[src/rtl/poly_pkg.sv]
// rtl/poly_pkg.sv - shared widths, FSM states and term-table entry type for the polynomial sequencer
package poly_pkg;

  localparam int W_IN  = 8;
  localparam int W_OUT = 24;
  localparam int EXP_W = 3;

  typedef enum logic [2:0] {
    IDLE,
    LOAD,
    TINIT,
    MUL,
    ACC,
    OUT2,
    DONE
  } state_t;

  typedef struct packed {
    logic [W_OUT-1:0] coef;
    logic [EXP_W-1:0] exp1;
    logic [EXP_W-1:0] exp2;
    logic [EXP_W-1:0] exp3;
  } term_t;

endpackage

[src/rtl/poly_term_sequencer_if.sv]
// rtl/poly_term_sequencer_if.sv - operand and result handshake bundle of the polynomial sequencer
interface poly_term_sequencer_if;
  import poly_pkg::*;

  logic               in_valid;
  logic               in_ready;
  logic [W_IN-1:0]    in1;
  logic [W_IN-1:0]    in2;
  logic [W_IN-1:0]    in3;
  logic               out_valid;
  logic               out_ready;
  logic [W_OUT-1:0]   out1;
  logic [2*W_IN-1:0]  out2;

  modport master (
    output in_valid, in1, in2, in3, out_ready,
    input  in_ready, out_valid, out1, out2
  );

  modport slave (
    input  in_valid, in1, in2, in3, out_ready,
    output in_ready, out_valid, out1, out2
  );

endinterface

[src/rtl/poly_mul_unit.sv]
// rtl/poly_mul_unit.sv - combinational 24x8 multiplier returning the full 32-bit product
module poly_mul_unit
  import poly_pkg::*;
(
  input  logic [W_OUT-1:0]      a,
  input  logic [W_IN-1:0]       b,
  output logic [W_OUT+W_IN-1:0] p
);

  assign p = {{W_IN{1'b0}}, a} * {{W_OUT{1'b0}}, b};

endmodule

[src/rtl/poly_term_sequencer.sv]
// rtl/poly_term_sequencer.sv - evaluates a sparse three-variable polynomial one term at a time on one shared multiplier
module poly_term_sequencer
  import poly_pkg::*;
#(
  parameter int NUM_TERMS = 24,
  parameter int ADDR_W    = 5
) (
  input  logic                 clk,
  input  logic                 rst,
  input  logic                 cfg_we,
  input  logic [ADDR_W-1:0]    cfg_addr,
  input  logic [W_OUT-1:0]     cfg_coef,
  input  logic [EXP_W-1:0]     cfg_exp1,
  input  logic [EXP_W-1:0]     cfg_exp2,
  input  logic [EXP_W-1:0]     cfg_exp3,
  input  logic                 cfg_len_we,
  input  logic [ADDR_W:0]      cfg_len,
  output logic                 busy,
  poly_term_sequencer_if.slave io
);

  localparam logic [ADDR_W:0] NT = (ADDR_W+1)'(NUM_TERMS);

  state_t state, state_nxt;

  term_t             table_q [NUM_TERMS];
  term_t             cur_term;
  logic [ADDR_W:0]   num_terms;
  logic [ADDR_W-1:0] t;
  logic [W_IN-1:0]   op1, op2, op3;
  logic [W_OUT-1:0]  acc, prod, out1_q;
  logic [2*W_IN-1:0] out2_q;
  logic [EXP_W-1:0]  e1, e2, e3;
  logic [EXP_W+1:0]  exp_left;
  logic              last_term, term_zero;

  logic [W_IN-1:0]        opnd;
  logic [W_OUT-1:0]       mul_a;
  logic [W_IN-1:0]        mul_b;
  logic [W_OUT+W_IN-1:0]  mul_p;
  logic                   unused_hi;

  assign cur_term  = table_q[t];
  assign last_term = ({1'b0, t} == num_terms - 1'b1);
  assign term_zero = (cur_term.exp1 == '0) && (cur_term.exp2 == '0) && (cur_term.exp3 == '0);
  assign exp_left  = {2'b00, e1} + {2'b00, e2} + {2'b00, e3};
  assign unused_hi = ^mul_p[W_OUT+W_IN-1:W_OUT];

  poly_mul_unit u_mul (
    .a (mul_a),
    .b (mul_b),
    .p (mul_p)
  );

  always_ff @(posedge clk) begin
    if (rst) state <= IDLE;
    else     state <= state_nxt;
  end

  always_comb begin
    state_nxt = state;
    opnd      = op3;
    if (e1 != '0)      opnd = op1;
    else if (e2 != '0) opnd = op2;
    mul_a = prod;
    mul_b = opnd;
    // OUT2 borrows the multiplier for the exact in1*in3 side product
    if (state == OUT2) begin
      mul_a = W_OUT'(op1);
      mul_b = op3;
    end
    case (state)
      IDLE:    if (io.in_valid) state_nxt = LOAD;
      LOAD:    state_nxt = (num_terms == '0) ? OUT2 : TINIT;
      TINIT:   state_nxt = term_zero ? ACC : MUL;
      MUL:     if (exp_left == (EXP_W+2)'(1)) state_nxt = ACC;
      ACC:     state_nxt = last_term ? OUT2 : TINIT;
      OUT2:    state_nxt = DONE;
      DONE:    if (io.out_ready) state_nxt = IDLE;
      default: state_nxt = IDLE;
    endcase
  end

  // Table contents survive reset; writes only land while idle
  always_ff @(posedge clk) begin
    if (!rst && state == IDLE && cfg_we && ({1'b0, cfg_addr} < NT))
      table_q[cfg_addr] <= '{coef: cfg_coef, exp1: cfg_exp1, exp2: cfg_exp2, exp3: cfg_exp3};
  end

  always_ff @(posedge clk) begin
    if (rst) begin
      num_terms <= '0;
      acc       <= '0;
      prod      <= '0;
      out1_q    <= '0;
      out2_q    <= '0;
      t         <= '0;
      e1        <= '0;
      e2        <= '0;
      e3        <= '0;
      op1       <= '0;
      op2       <= '0;
      op3       <= '0;
    end else begin
      case (state)
        IDLE: begin
          if (cfg_len_we) num_terms <= (cfg_len > NT) ? NT : cfg_len;
          if (io.in_valid) begin
            op1 <= io.in1;
            op2 <= io.in2;
            op3 <= io.in3;
            acc <= '0;
            t   <= '0;
          end
        end
        TINIT: begin
          prod <= cur_term.coef;
          e1   <= cur_term.exp1;
          e2   <= cur_term.exp2;
          e3   <= cur_term.exp3;
        end
        MUL: begin
          prod <= mul_p[W_OUT-1:0];
          if (e1 != '0)      e1 <= e1 - 1'b1;
          else if (e2 != '0) e2 <= e2 - 1'b1;
          else if (e3 != '0) e3 <= e3 - 1'b1;
        end
        ACC: begin
          acc <= acc + prod;
          if (!last_term) t <= t + 1'b1;
        end
        OUT2: begin
          out2_q <= mul_p[2*W_IN-1:0];
          out1_q <= acc;
        end
        default: ;
      endcase
    end
  end

  assign io.in_ready  = (state == IDLE);
  assign io.out_valid = (state == DONE);
  assign io.out1      = out1_q;
  assign io.out2      = out2_q;
  assign busy         = (state != IDLE);

endmodule
[src/flat_wrapper.sv]
// flat-port wrapper written by rule: the top's interface ports become plain ports
module poly_term_sequencer_flat import poly_pkg::*;
#(
  parameter int NUM_TERMS = 24,
  parameter int ADDR_W    = 5
)
  (clk, rst, cfg_we, cfg_addr, cfg_coef, cfg_exp1, cfg_exp2, cfg_exp3, cfg_len_we, cfg_len, busy, io_in_valid, io_in1, io_in2, io_in3, io_out_ready, io_in_ready, io_out_valid, io_out1, io_out2);
  poly_term_sequencer_if io_i ();
  input  logic clk;
  input  logic rst;
  input  logic cfg_we;
  input  logic [ADDR_W-1:0] cfg_addr;
  input  logic [W_OUT-1:0] cfg_coef;
  input  logic [EXP_W-1:0] cfg_exp1;
  input  logic [EXP_W-1:0] cfg_exp2;
  input  logic [EXP_W-1:0] cfg_exp3;
  input  logic cfg_len_we;
  input  logic [ADDR_W:0] cfg_len;
  output logic busy;
  input wire logic [$bits(io_i.in_valid)-1:0] io_in_valid;
  input wire logic [$bits(io_i.in1)-1:0] io_in1;
  input wire logic [$bits(io_i.in2)-1:0] io_in2;
  input wire logic [$bits(io_i.in3)-1:0] io_in3;
  input wire logic [$bits(io_i.out_ready)-1:0] io_out_ready;
  output wire logic [$bits(io_i.in_ready)-1:0] io_in_ready;
  output wire logic [$bits(io_i.out_valid)-1:0] io_out_valid;
  output wire logic [$bits(io_i.out1)-1:0] io_out1;
  output wire logic [$bits(io_i.out2)-1:0] io_out2;
  assign io_i.in_valid = io_in_valid;
  assign io_i.in1 = io_in1;
  assign io_i.in2 = io_in2;
  assign io_i.in3 = io_in3;
  assign io_i.out_ready = io_out_ready;
  assign io_in_ready = io_i.in_ready;
  assign io_out_valid = io_i.out_valid;
  assign io_out1 = io_i.out1;
  assign io_out2 = io_i.out2;
  poly_term_sequencer #(.NUM_TERMS(NUM_TERMS), .ADDR_W(ADDR_W)) u_core (.clk(clk), .rst(rst), .cfg_we(cfg_we), .cfg_addr(cfg_addr), .cfg_coef(cfg_coef), .cfg_exp1(cfg_exp1), .cfg_exp2(cfg_exp2), .cfg_exp3(cfg_exp3), .cfg_len_we(cfg_len_we), .cfg_len(cfg_len), .busy(busy), .io(io_i));
endmodule
[config.mk]
export PLATFORM = sky130hd
export DESIGN_NAME = poly_term_sequencer_flat
export DESIGN_NICKNAME = d
export VERILOG_FILES = /design/src/rtl/poly_pkg.sv /design/src/rtl/poly_term_sequencer_if.sv /design/src/rtl/poly_mul_unit.sv /design/src/rtl/poly_term_sequencer.sv /design/src/flat_wrapper.sv
export SDC_FILE = /design/constraint.sdc
export NUM_CORES = 1
export LEC_CHECK = 0
export ABC_AREA = 1
export CORE_MARGIN = 4
export CORE_UTILIZATION = 45
export DETAILED_ROUTE_END_ITERATION = 10
export GPL_TIMING_DRIVEN = 1
export PLACE_DENSITY_LB_ADDON = 0.3
export RECOVER_POWER = 25
export SKIP_LAST_GASP = 1
export SLEW_MARGIN = 20
export SYNTH_ARGS = -nofsm -noshare
export SYNTH_HDL_FRONTEND = slang
export SYNTH_SLANG_ARGS = --single-unit
[constraint.sdc]
create_clock -name clk -period 16.05 [get_ports clk]
set_input_delay 2.4075 -clock clk [delete_from_list [all_inputs] [get_ports clk]]
set_output_delay 2.4075 -clock clk [all_outputs]
set_load 0.05 [all_outputs]
==> results.sh, run 1 <==
export IMPL_synth_area_mm2=0.0435
export IMPL_fin_crit_sh=0.408
export IMPL_io_buffers=116
export IMPL_cts_tree="built"
export IMPL_routabilityCongestion=0.946
export IMPL_synthFlopType="edfxtp_1"
export IMPL_slew_violations=57
export IMPL_ioPinCount=117
export IMPL_pre_cts_ws_ps=9560
export IMPL_irDropWorstVdd_uv=82.2
export IMPL_drc=0
export IMPL_cts_setup_buffers=0
export IMPL_drtPass1Iterations=6
export IMPL_timing_rr_start="u_core.state[1]"
export IMPL_slowest_stage="buf_4"
export IMPL_grt_use_total=0.235
export IMPL_synth_edff_count=792
export IMPL_final_hold_viol_count=0
export IMPL_synth_cell_types=53
export IMPL_period_minus_slack_ps=6550
export IMPL_hold_buffers=0
export IMPL_status="finished, violations left"
export IMPL_design_die_area_mm2=0.102
export IMPL_dieHeight_um=319
export IMPL_clk_pin_slew_ps=60
export IMPL_fin_skew_ps=31.7
export IMPL_setup_viol=0
export IMPL_drv_cap=1
export IMPL_dp_hpwl_um=70700
export IMPL_grt_pass1_vias=29300
export IMPL_setup_tns_ps=0
export IMPL_hold_path_startpoint="u_core.io.out1[19]"
export IMPL_wl_per_cell_um=22.4
export IMPL_slew_headroom=-1.03
export IMPL_syn_to_final_growth_pct=12.0
export IMPL_detail_route_antenna_nets=0
export IMPL_rsz0062_at_grt="no"
export IMPL_dieWidth_um=319
export IMPL_rows=113
export IMPL_async_flop_share=0
export IMPL_synth_seq_cells=932
export IMPL_finalWorstSetupSlack_ps=9500
export IMPL_nets=4363
export IMPL_syn_nets=4312
export IMPL_core_mm2=0.0954
export IMPL_crit_fanout=66
export IMPL_hold_path_class="flip-flop to flip-flop"
export IMPL_cts_sinks=932
export IMPL_yosysSeqAreaShare=0.612
export IMPL_worstPathArrival_ps=7130
export IMPL_wl_um=122000
export IMPL_p_per_area_mw_per_mm2=134
export IMPL_violations="max-capacitance violations, max-slew violations"
export IMPL_clk_latency_ps=680
export IMPL_yosys_warnings=0
export IMPL_max_stage_delay_ps=580
export IMPL_cts_repair_resized=0
export IMPL_vias=30900
export IMPL_synthCells=4057
export IMPL_critical_path_startpoint_type="flip-flop"
export IMPL_cp_cell_sequence="inv_2, nand3_2, buf_4, nand2_1, a21oi_1, nand2_1, o21ai_0, inv_1, nor2_1, fa_1, fa_1, fa_1, inv_1, fa_1, inv_1, ha_1, nand2_1, nor4_1, nand4_1, nand3_1, xor2_1, nand2_1, a21oi_1"
export IMPL_power_static_leakage_nw=17.7
export IMPL_antenna_found_initial=9
export IMPL_worstSetupPathType="flip-flop to flip-flop"
export IMPL_initial_utilization=0.455
export IMPL_grt_max_degree=150
export IMPL_vias_per_cell=5.67
export IMPL_layout_drive_gt1_share=0.0580
export IMPL_cts_buffer_depth=3
export IMPL_drt_iter0_markers=3386
export IMPL_worst_pin_slew_ps=3050
export IMPL_startpoint="u_core.state[1]"
export IMPL_grt_overflow=0
export IMPL_cts_htree_levels=3
export IMPL_worstPathRequired_ps=16630
export IMPL_cts_buffers=97
export IMPL_synth_area_per_cell_um2=10.7
export IMPL_crit_path_end_kind="flip-flop"
export IMPL_cts_root_buf="clkbuf_16"
export IMPL_fmax_mhz=153
export IMPL_grt_first_pass_wirelength_um=183000
-- kinds of logic after synthesis --
family,after synthesis,share of synthesized area
XOR/XNOR,32,0.00645
AND/OR/NAND/NOR,1443,0.133
AO/OA/AOI/OAI,915,0.121
buffers and inverters,554,0.0563
adder cells (fa/ha/maj),181,0.0713
flip-flops,932,0.612
-- synthesized netlist by cell type (all sizes together) (5+ instances only) --
library cell / number / area [um2]
ha: 70 / 876
o21ai: 481 / 2410
o22ai: 49 / 307
nor4: 7 / 43.8
buf: 124 / 832
nor3: 12 / 60.1
o221ai: 91 / 797
clkinv: 8 / 30.0
nand4: 14 / 87.6
clkbuf: 90 / 338
edfxtp: 792 / 23800
nor2: 615 / 2330
inv: 332 / 1250
dfxtp: 140 / 2800
a21oi: 191 / 975
a21o: 7 / 52.6
xor2: 21 / 184
a211oi: 5 / 37.5
nand2: 602 / 2270
o21bai: 13 / 97.6
fa: 111 / 2220
xnor2: 11 / 96.3
o211ai: 48 / 365
a31oi: 15 / 93.8
a221oi: 6 / 52.6
nand3: 183 / 921
-- power by group --
| group | internal [mW] | total [mW] | switching, mW |
|---|---|---|---|
| registers | 2.69 | 2.78 | 0.0890 |
| logic | 0.461 | 1.58 | 1.12 |
| clock network | 1.21 | 2.17 | 0.951 |
-- worst max-delay path, delay by kind of cell (launching register included) --
kind,cells,cell delay [ps]
DFF,1,360
adders and majority gates,5,2290
buffers and inverters,5,980
AOI/OAI and AO/OA,3,610
and+or+nand+nor,9,2050
xor gates and xnor gates,1,160
-- flip-flops by register name (all words and copies together) (netlist names), named ones only --
signal and count:
u_core.table_q 792, u_core.acc 24, u_core.io.out1 24, u_core.prod 24
u_core.io.out2 16, u_core.op1 8, u_core.op2 8, u_core.op3 8
u_core.num_terms 6, u_core.t 5, u_core.e1 3, u_core.e2 3
u_core.e3 3, u_core.state 3
-- placed cells by master (no fill, tap or decap), types with 11 or more instances in the layout --
cell / n
edfxtp_1: 792
nand2_1: 598
nor2_1: 584
o21ai_0: 442
inv_1: 323
a21oi_1: 188
nand3_1: 182
dfxtp_1: 135
fa_1: 111
clkbuf_16: 97
clkdlybuf4s50_1: 94
o221ai_1: 91
ha_1: 70
o22ai_1: 49
buf_4: 49
o211ai_1: 47
o21ai_1: 38
clkinv_1: 29
nor2_4: 25
clkbuf_1: 22
xor2_1: 21
dlygate4sd3_1: 21
clkinv_2: 17
a31oi_1: 15
nand4_1: 14
o21bai_1: 13
nor3_1: 12
xnor2_1: 11
-- per-stage QoR --
step	util	hold WS, ps	power (mW)	cells	instance area [um2]
after detailed placement	0.478	459	4.37	5274	45600
after CTS	0.510	470	6.54	5452	48700
after floorplan	-	430	3.89	4057	43500
after global placement	0.478	454	4.36	5274	45600
after global routing	0.510	491	6.84	5454	48700
final	0.510	467	6.52	5458	48700
-- final timing paths --
check        depth (start not counted)                  to  slack, ps
max reg2reg                         23     u_core.prod[20]       9500
min                                  2  u_core.io.out1[19]        470
min reg2reg                          2  u_core.io.out1[19]        470
max                                 23     u_core.prod[20]       9500
-- routing by layer --
layer | up-vias | GRT usage | part of all wire
met5 | - | 0 | 0
met4 | 0 | 0.0813 | 0.035
met3 | 207 | 0.0394 | 0.086
met2 | 1325 | 0.369 | 0.45
met1 | 15200 | 0.334 | 0.42
li1 | 14200 | - | -
-- cell type report --
| class | instances | area [um2] |
|---|---|---|
| well taps | 1265 | 1580 |
| diodes | 6 | 15.0 |
| fillers | 8305 | 46800 |
| repair buffers | 166 | 1530 |
| inverters | 340 | 1290 |
| clock buffers | 117 | 2500 |
| clock inverters | 61 | 549 |
| flip-flops and latches | 932 | 26600 |
| multi-input cells | 2571 | 14600 |
(Power assumes the default switching activity.)
==> inputs of run 2 (changes only) <==
Clock period 16.05 ns to 6.7 ns, I/O delays scaled along.
==> results.sh, run 2 (synthesized netlist as in run 1, its figures left out) <==
export IMPL_setup_viol=0
export IMPL_cts_buffer_depth=3
export IMPL_p_int_mw=10.7
export IMPL_slew_headroom=0.237
export IMPL_multi_input_area_mm2=0.0146
export IMPL_crit_fanout=9
export IMPL_crit_buf_inv=5
export IMPL_cts_setup_buffers=0
export IMPL_setup_tns_ps=0
export IMPL_status="completed"
export IMPL_top_register="u_core.table_q"
export IMPL_grt_pass1_vias=29300
export IMPL_p_comb_frac=0.246
export IMPL_final_hold_viol_count=0
export IMPL_clock_power_share=0.336
export IMPL_drt_iter0_markers=3322
export IMPL_fin_skew_ps=31.6
export IMPL_critical_path_startpoint_type="flip-flop"
export IMPL_seqCellArea_mm2=0.0266
export IMPL_dp_hpwl_um=73100
export IMPL_hold_buffers=0
export IMPL_cts_tree="built"
export IMPL_initial_utilization=0.455
export IMPL_cts_htree_levels=3
export IMPL_layout_drive_gt1_share=0.0591
export IMPL_dieWidth_um=319
export IMPL_wl_per_cell_um=22.3
export IMPL_power_share_switching=0.327
export IMPL_final_common_cell="edfxtp_1"
export IMPL_antenna_found_initial=13
export IMPL_drv_cap=0
export IMPL_vias=30900
export IMPL_detail_route_antenna_nets=0
export IMPL_cp_cell_sequence="inv_1, ha_1, inv_1, nor2_2, nand3_1, nand2_1, o21ai_0, inv_1, nor2_1, fa_1, fa_1, fa_1, inv_1, fa_1, inv_1, ha_1, nand2_1, nor4_1, nand4_1, nand3_1, xor2_1, nand2_1, a21oi_1"
export IMPL_clk_pin_slew_ps=60
export IMPL_drc=0
export IMPL_nets=4375
export IMPL_path_delay_family="adder cells"
export IMPL_crit_path_frequent_cell="inv_1"
export IMPL_power_static_leakage_nw=17.8
export IMPL_seqPwrFrac=0.418
export IMPL_worstSetupPathType="flip-flop to flip-flop"
export IMPL_core_mm2=0.0954
export IMPL_p_total_mw=15.9
export IMPL_p_sw_mw=5.21
export IMPL_fin_crit_sh=0.929
export IMPL_design_die_area_mm2=0.102
export IMPL_grt_use_total=0.235
export IMPL_clk_latency_ps=680
export IMPL_grt_max_degree=202
export IMPL_worstPathRequired_ps=7290
export IMPL_fmax_mhz=161
export IMPL_drtPass1Iterations=6
export IMPL_hold_path_class="flip-flop to flip-flop"
export IMPL_syn_to_final_growth_pct=12.7
export IMPL_vias_per_cell=5.65
export IMPL_fin_area_mm2=0.0490
export IMPL_slew_violations=0
export IMPL_routabilityCongestion=0.920
export IMPL_crit_path_end_kind="flip-flop"
export IMPL_io_buffers=116
export IMPL_dpl_cell_area_mm2=0.0458
export IMPL_irDropWorstVdd_uv=209
export IMPL_rsz0062_at_grt="no"
export IMPL_wl_um=122000
export IMPL_dieHeight_um=319
export IMPL_grt_first_pass_wirelength_um=184000
export IMPL_p_per_area_mw_per_mm2=325
export IMPL_slowest_stage="fa_1"
export IMPL_rows=113
export IMPL_cts_root_buf="clkbuf_16"
export IMPL_final_cell_mix="edfxtp_1, nand2_1, nor2_1"
export IMPL_ioPinCount=117
export IMPL_period_minus_slack_ps=6230
export IMPL_cts_repair_resized=0
export IMPL_grt_overflow=0
export IMPL_largest_reg_flops=792
export IMPL_worstPathArrival_ps=6820
export IMPL_fillers=8348
export IMPL_max_stage_delay_ps=550
export IMPL_cts_sinks=932
export IMPL_cts_buffers=98
export IMPL_worst_pin_slew_ps=1140
-- run 2: changes by cell type in the layout (fill, tap and decap cells not counted), sizes merged --
| cell | previous run | this run |
|---|---|---|
| bufinv | 6 | 9 |
| diode | 6 | 5 |
| dlygate4sd3 | 21 | 19 |
| buf | 49 | 62 |
| inv | 333 | 337 |
| clkbuf | 119 | 126 |
| clkdlybuf4s50 | 94 | 96 |
| clkinv | 54 | 43 |
| clkinvlp | 8 | 0 |
-- run 2: final timing paths --
path                            depth (start not counted)                end  slack (ps)              start
worst max-delay path                                   23    u_core.prod[20]         470       u_core.e1[1]
worst min-delay path                                    2  u_core.io.out2[1]         460  u_core.io.out2[1]
worst max register to register                         23    u_core.prod[20]         470       u_core.e1[1]
worst min register to register                          2  u_core.io.out2[1]         460  u_core.io.out2[1]
-- run 2: stage by stage --
| stage | setup slack [ps] | std cells | utilization | hold slack (ps) |
|---|---|---|---|---|
| after floorplan | 1500 | 4057 | - | 430 |
| after global placement | 677 | 5279 | 0.479 | 455 |
| after detailed placement | 605 | 5283 | 0.480 | 458 |
| after CTS | 590 | 5458 | 0.513 | 467 |
| after global routing | 173 | 5462 | 0.513 | 485 |
| final | 473 | 5465 | 0.513 | 464 |
-- run 2: worst reg2reg max path: stages (launching register included) --
cell and delay, ps:
dfxtp_1 310, inv_1 140, ha_1 200, inv_1 50, nor2_2 280, nand3_1 220
nand2_1 340, o21ai_0 280, inv_1 220, nor2_1 90, fa_1 550, fa_1 440
fa_1 500, inv_1 50, fa_1 490, inv_1 50, ha_1 370, nand2_1 160
nor4_1 550, nand4_1 290, nand3_1 180, xor2_1 180, nand2_1 70, a21oi_1 160
-- run 2: power by group through the flow --
| stage | Combinational, mW | Clock (mW) | Sequential (mW) |
|---|---|---|---|
| final | 3.91 | 5.35 | 6.66 |
| after global routing | 4.33 | 5.68 | 6.66 |
| after CTS | 3.87 | 5.43 | 6.65 |
| after detailed placement | 3.82 | 0 | 6.77 |
| after global placement | 3.79 | 0 | 6.77 |
| after floorplan | 2.65 | 0 | 6.67 |
-- run 2: routing by layer --
layer / GRT usage / share of wire / vias up
met5: 0 / 0.00074 / -
met4: 0.0761 / 0.033 / 14
met3: 0.0394 / 0.082 / 225
met2: 0.366 / 0.46 / 1292
met1: 0.338 / 0.43 / 15100
li1: - / - / 14300
-- run 2: layout make-up --
type | instances | share of cell area
clock buffers | 126 | 0.0533
diodes | 5 | 0.000255
inverters | 340 | 0.0263
flip-flops and latches | 932 | 0.543
repair buffers | 177 | 0.0359
multi-input cells | 2571 | 0.298
clock inverters | 49 | 0.0109
well taps | 1265 | 0.0323
